## src/rtl/generic_fifo_rd_stream.sv

```systemverilog
// generic_fifo_rd_stream
// Read-side drain engine for the 2prf-based generic FIFO envelope. It issues
// read strobes, absorbs the one-cycle register-file read latency in a 2-entry
// output buffer, and presents the words as a bubble-free valid/ready stream.
//
// Ports:
//   clk          single rising-edge clock
//   reset        synchronous, active-high reset
//   flush        one-cycle pulse: drop buffered/in-flight data, clear the FIFO
//   fifo_empty   empty indicator from the FIFO envelope
//   fifo_rd_op   read strobe to the FIFO envelope (combinational)
//   fifo_rd_data FIFO read data, valid one cycle after fifo_rd_op
//   fifo_clr     clear to the FIFO envelope (combinational, = flush unless reset)
//   out_valid    stream data valid
//   out_ready    consumer ready
//   out_data     stream data (head of the output buffer)
//   word_cnt     words delivered since reset/flush, wraps silently
//   busy         buffered or in-flight data exists
module generic_fifo_rd_stream #(
    parameter int unsigned DAT_WIDTH = 32,
    parameter int unsigned CNT_WIDTH = 16
) (
    input  logic                 clk,
    input  logic                 reset,
    input  logic                 flush,
    input  logic                 fifo_empty,
    output logic                 fifo_rd_op,
    input  logic [DAT_WIDTH-1:0] fifo_rd_data,
    output logic                 fifo_clr,
    output logic                 out_valid,
    input  logic                 out_ready,
    output logic [DAT_WIDTH-1:0] out_data,
    output logic [CNT_WIDTH-1:0] word_cnt,
    output logic                 busy
);

    localparam int unsigned OCC_W  = 2;
    localparam int unsigned PEND_W = 3;

    logic [OCC_W-1:0]     occ;
    logic                 infl;
    logic [DAT_WIDTH-1:0] buf0;
    logic [DAT_WIDTH-1:0] buf1;
    logic [CNT_WIDTH-1:0] cnt;
    logic                 fire;
    logic [PEND_W-1:0]    pending;

    // Stream side: head of the buffer, suppressed during a flush cycle.
    assign out_valid = (occ != OCC_W'(0)) && !flush;
    assign out_data  = buf0;
    assign fire      = out_valid && out_ready;

    // Words that will occupy the buffer after this edge if nothing new is issued.
    // fire implies occ>=1, so the subtraction never underflows.
    assign pending    = PEND_W'(occ) + PEND_W'(infl) - PEND_W'(fire);
    assign fifo_rd_op = !reset && !flush && !fifo_empty && (pending < PEND_W'(2));

    // Reset dominates a coincident flush so the envelope is not cleared.
    assign fifo_clr = flush && !reset;

    assign word_cnt = cnt;
    assign busy     = (occ != OCC_W'(0)) || infl;

    // Control state: occupancy, in-flight flag, delivered-word counter.
    always_ff @(posedge clk) begin
        if (reset || flush) begin
            occ  <= OCC_W'(0);
            infl <= 1'b0;
            cnt  <= CNT_WIDTH'(0);
        end else begin
            infl <= fifo_rd_op;
            if (fire) begin
                cnt <= cnt + CNT_WIDTH'(1);
            end
            case ({infl, fire})
                2'b10:   occ <= occ + OCC_W'(1);
                2'b01:   occ <= occ - OCC_W'(1);
                default: occ <= occ;
            endcase
        end
    end

    // Output buffer payload (shift organisation, buf0 is the head); no reset needed.
    always_ff @(posedge clk) begin
        if (!reset && !flush) begin
            case ({infl, fire})
                2'b10: begin
                    if (occ == OCC_W'(0)) begin
                        buf0 <= fifo_rd_data;
                    end else begin
                        buf1 <= fifo_rd_data;
                    end
                end
                2'b01: begin
                    buf0 <= buf1;
                end
                2'b11: begin
                    if (occ == OCC_W'(2)) begin
                        buf0 <= buf1;
                        buf1 <= fifo_rd_data;
                    end else begin
                        buf0 <= fifo_rd_data;
                    end
                end
                default: begin
                end
            endcase
        end
    end

    // Structural invariants of the issue rule.
    a_occ_max : assert property (@(posedge clk) disable iff (reset) occ <= OCC_W'(2));
    a_no_ovf  : assert property (@(posedge clk) disable iff (reset)
                                 (occ == OCC_W'(2)) |-> (!fifo_rd_op || fire));
    a_no_empty_rd : assert property (@(posedge clk) fifo_rd_op |-> !fifo_empty);

endmodule

```

## config.mk

```make
export PLATFORM = sky130hd
export DESIGN_NAME = generic_fifo_rd_stream
export DESIGN_NICKNAME = d
export VERILOG_FILES = /design/src/rtl/generic_fifo_rd_stream.sv
export SDC_FILE = /design/constraint.sdc
export NUM_CORES = 1
export LEC_CHECK = 0
export BUFFER_PORTS_ARGS = -buffer_cell sky130_fd_sc_hd__buf_2
export CORE_UTILIZATION = 49
export CTS_BUF_LIST = sky130_fd_sc_hd__clkbuf_4 sky130_fd_sc_hd__clkbuf_8
export CTS_CLUSTER_SIZE = 40
export DETAILED_ROUTE_END_ITERATION = 7
export HOLD_SLACK_MARGIN = 0.12
export PLACE_DENSITY = 0.78
export SLEW_MARGIN = 30
export SYNTH_ARGS = -nofsm -noshare
export SYNTH_HDL_FRONTEND = slang
export SYNTH_SLANG_ARGS = --single-unit
```

## constraint.sdc

```tcl
create_clock -name clk -period 4 [get_ports clk]
set_input_delay 0.4 -clock clk [delete_from_list [all_inputs] [get_ports clk]]
set_output_delay 0.4 -clock clk [all_outputs]
set_load 0.1 [all_outputs]
```

==> impl_metrics.sql <==
INSERT INTO impl_metrics (metric_group, metric, value, unit) VALUES
('global_route', 'grt_pass1_vias', '2032', ''),
('worst_setup_path', 'critical_path.max_stage_delay', '0.56', 'ns'),
('routing', 'avgRoutedWirePerCell', '15.3', 'um'),
('clocking', 'ctsHoldBuffers', '0', ''),
('routing', 'wl', '6010', 'um'),
('min_path', 'timing.hold.worst.class', 'in -> reg', ''),
('clocking', 'worst_skew_pair.late_latency', '0.35', 'ns'),
('power_and_ir_drop', 'cellPowerDensity', '412', 'mW/mm2'),
('clocking', 'tritoncts', 'yes', ''),
('clocking', 'cts_root_buffer', 'sky130_fd_sc_hd__clkbuf_8', ''),
('synth', 'synth_cell_type_count', '40', ''),
('place', 'place_hpwl', '4050', 'um'),
('worst_setup_path', 'worst_ep_required_time', '3.60', 'ns'),
('synth', 'yosys_warnings', '0', ''),
('routing', 'drt_iter0_drc', '120', ''),
('clocking', 'cts.reportedPaths.clkPinSlew', '0.08', 'ns'),
('timing', 'maxSlewViolCount', '0', ''),
('timing', 'max_freq', '272', 'MHz'),
('layout', 'fin_nets', '351', ''),
('status', 'result_of_the_run', 'finished, violations left', ''),
('synth', 'synth_top_cell_by_area', 'sky130_fd_sc_hd__edfxtp_1', ''),
('global_route', 'grt_overflow_total', '0', ''),
('worst_setup_path', 'crit_path_cell_trace', 'o21bai_4 > inv_2 > nand2_1 > ha_1 > or2b_1 > fa_1 > xor2_1 > nor4b_4 > buf_2', ''),
('power_and_ir_drop', 'power.static_leakage', '1.55', 'nW'),
('synth', 'synth.net_count', '257', ''),
('worst_setup_path', 'crit_path_start', 'occ[1]', ''),
('floorplan', 'die_w', '84.7', 'um'),
('worst_setup_path', 'critical_path.startpoint_type', 'flip-flop', ''),
('worst_setup_path', 'sum_of_buffers_and_inverters_on_the_critical_path', '2', ''),
('synth', 'synth.top_cells.by_area', 'sky130_fd_sc_hd__edfxtp_1, sky130_fd_sc_hd__dfxtp_1, sky130_fd_sc_hd__mux2_2, sky130_fd_sc_hd__xor2_1, sky130_fd_sc_hd__a21oi_1', ''),
('floorplan', 'ioPinCount', '89', ''),
('floorplan', 'core-area', '0.00649', 'mm2'),
('routing', 'drc', '7', ''),
('timing', 'setup_viol', '0', ''),
('layout', 'fraction_of_final_layout_cells_sized_beyond_drive_strength_1', '47.5', '%'),
('timing', 'number_of_hold_violations_in_the_final_report', '0', ''),
('clocking', 'ctsResizeCount', '0', ''),
('worst_setup_path', 'timing_worst_setup_path_type', 'reg -> out', ''),
('synth', 'synth_cells', '217', ''),
('routing', 'dr_total_vias', '2099', ''),
('worst_setup_path', 'timing.critical_path.max_delay_family', 'adder cells', ''),
('synth', 'synth-async-reset-ratio', '0', '%'),
('clocking', 'tritoncts.num_buffers', '9', ''),
('clocking', 'cts_post_setup_buffers_inserted', '0', ''),
('floorplan', 'rows', '29', ''),
('status', 'violated_checks', 'DRC', ''),
('place', 'globalplace.congestion', '0.783', ''),
('timing', 'tns', '0', 'ns'),
('routing', 'vias_per_cell', '5.34', ''),
('routing', 'detail-route-antenna-nets', '0', ''),
('floorplan', 'die_area', '0.00718', 'mm2'),
('power_and_ir_drop', 'peakVddDrop', '171', 'uV'),
('timing', 'tightest_slew', '0.559', 'ns'),
('worst_setup_path', 'critical_path.slowest_cell', 'sky130_fd_sc_hd__dfxtp_1', ''),
('timing', 'layout_worst_path_cycle_share', '92.0', '%'),
('worst_setup_path', 'critical_path_arrival', '3.28', 'ns'),
('global_route', 'first_pass_grt_wire_length', '9630', 'um'),
('floorplan', 'initial_utilization', '51.6', '%'),
('worst_setup_path', 'timing.critical_path.to_type', 'output port', ''),
('timing', 'skew', '0.00469', 'ns'),
('routing', 'drt-pass1-iter-count', '8', ''),
('worst_setup_path', 'worstReg2RegStart', 'occ[1]', ''),
('layout', 'final_cell_count_no_fill', '393', ''),
('floorplan', 'die-height', '84.7', 'um'),
('min_path', 'hp-start', 'fifo_rd_data[11]', ''),
('timing', 'fin_crit', '3.68', 'ns'),
('place', 'placedCellCount', '376', ''),
('timing', 'grt_setup_unrepaired', 'no', ''),
('synth', 'synth_top_area_share', '57.3', '%'),
('place', 'port-buffer-count', '88', ''),
('synth', 'syn_area', '0.00335', 'mm2');
-- power breakdown --
group          switching (W)  internal [W]  leakage, nW
Sequential        0.00000253      0.000932        0.730
Clock               0.000305      0.000356        0.110
Combinational      0.0000731     0.0000362        0.706
Total               0.000381       0.00132         1.55
-- registers in the layout, summed over array words and instances, names as in the netlist --
register and flops:
occ 2, infl 1, buf1 32, out_data 32, word_cnt 16
-- area by class of cell --
| cell class | count | area [um2] |
|---|---|---|
| fill | 463 | 2350 |
| sequential | 83 | 2300 |
| multi-input combinational | 124 | 1020 |
| timing repair buffer | 91 | 490 |
| clock buffer | 9 | 124 |
| clock inverter | 7 | 98.8 |
| tap | 77 | 96.3 |
| inverter | 2 | 7.51 |
-- kinds of logic (layout without fill, tap and decap cells) --
family | Yosys count | count (layout) | share of synthesized area (%)
AO/OA/AOI/OAI | 21 | 21 | 4.10
XOR/XNOR | 9 | 9 | 2.35
adder cells (fa/ha/maj) | 3 | 3 | 1.34
AND/OR/NAND/NOR | 57 | 57 | 10.1
buffers and inverters | 10 | 109 | 2.16
flip-flops | 83 | 83 | 68.6
multiplexers | 34 | 34 | 11.3
-- metrics by stage --
stage	worst slack, ns	hold WS [ns]	instance area [um2]	power (W)
final	0.321	0.236	4140	0.00171
after global routing	0.0814	0.220	4140	0.00176
after CTS	0.287	0.222	4110	0.00172
after detailed placement	0.630	0.485	3890	0.00106
after global placement	0.696	0.470	3870	0.00106
after floorplan	0.0643	0.477	3370	0.00103
-- synth_stat cells, types with 2 or more instances --
| library cell | number |
|---|---|
| sky130_fd_sc_hd__or4_1 | 3 |
| sky130_fd_sc_hd__nand4_4 | 2 |
| sky130_fd_sc_hd__xnor2_1 | 3 |
| sky130_fd_sc_hd__dfxtp_1 | 19 |
| sky130_fd_sc_hd__a21oi_1 | 9 |
| sky130_fd_sc_hd__o21a_1 | 2 |
| sky130_fd_sc_hd__or3_2 | 2 |
| sky130_fd_sc_hd__nand2_1 | 12 |
| sky130_fd_sc_hd__mux2i_1 | 2 |
| sky130_fd_sc_hd__nor2_1 | 11 |
| sky130_fd_sc_hd__nor4_1 | 2 |
| sky130_fd_sc_hd__buf_6 | 4 |
| sky130_fd_sc_hd__nor4b_1 | 2 |
| sky130_fd_sc_hd__clkbuf_1 | 2 |
| sky130_fd_sc_hd__o31ai_1 | 4 |
| sky130_fd_sc_hd__nand4_1 | 3 |
| sky130_fd_sc_hd__mux2_2 | 31 |
| sky130_fd_sc_hd__nor3_1 | 2 |
| sky130_fd_sc_hd__nand3_1 | 6 |
| sky130_fd_sc_hd__xor2_1 | 6 |
| sky130_fd_sc_hd__ha_1 | 2 |
| sky130_fd_sc_hd__and3_1 | 2 |
| sky130_fd_sc_hd__edfxtp_1 | 64 |
| sky130_fd_sc_hd__or3_1 | 3 |
| sky130_fd_sc_hd__o21ai_0 | 4 |
-- worst paths after layout --
kind / slack, ns / to / depth (start not counted)
max: 0.32 / fifo_rd_op / 9
min: 0.24 / buf1[11] / 1
max reg2reg: 1.42 / infl / 8
min reg2reg: 0.49 / word_cnt[15] / 2
-- cells in the final DEF (no fill, tap or decap), types with 2 or more instances in the layout --
cell                        instances
sky130_fd_sc_hd__buf_2             88
sky130_fd_sc_hd__edfxtp_1          64
sky130_fd_sc_hd__mux2_2            31
sky130_fd_sc_hd__dfxtp_1           19
sky130_fd_sc_hd__nand2_1           12
sky130_fd_sc_hd__nor2_1            10
sky130_fd_sc_hd__a21oi_1            9
sky130_fd_sc_hd__clkbuf_8           9
sky130_fd_sc_hd__nand3_1            6
sky130_fd_sc_hd__xor2_1             6
sky130_fd_sc_hd__o21ai_0            4
sky130_fd_sc_hd__o31ai_1            4
sky130_fd_sc_hd__or3_1              3
sky130_fd_sc_hd__nand4_1            3
sky130_fd_sc_hd__xnor2_1            3
sky130_fd_sc_hd__or4_1              3
sky130_fd_sc_hd__o21a_1             2
sky130_fd_sc_hd__mux2i_1            2
sky130_fd_sc_hd__or3_2              2
sky130_fd_sc_hd__and3_1             2
sky130_fd_sc_hd__nand4_4            2
sky130_fd_sc_hd__nor4_1             2
sky130_fd_sc_hd__ha_1               2
sky130_fd_sc_hd__inv_6              2
sky130_fd_sc_hd__bufinv_16          2
-- layer usage --
| metal | share of wire [%] | GRT usage [%] |
|---|---|---|
| met5 | 0 | 0 |
| met1 | 46 | 23.1 |
| met4 | 1.0 | 8.78 |
| met2 | 47 | 28.8 |
| met3 | 5.9 | 3.54 |
Note: power is estimated with default switching activity, not from simulation.
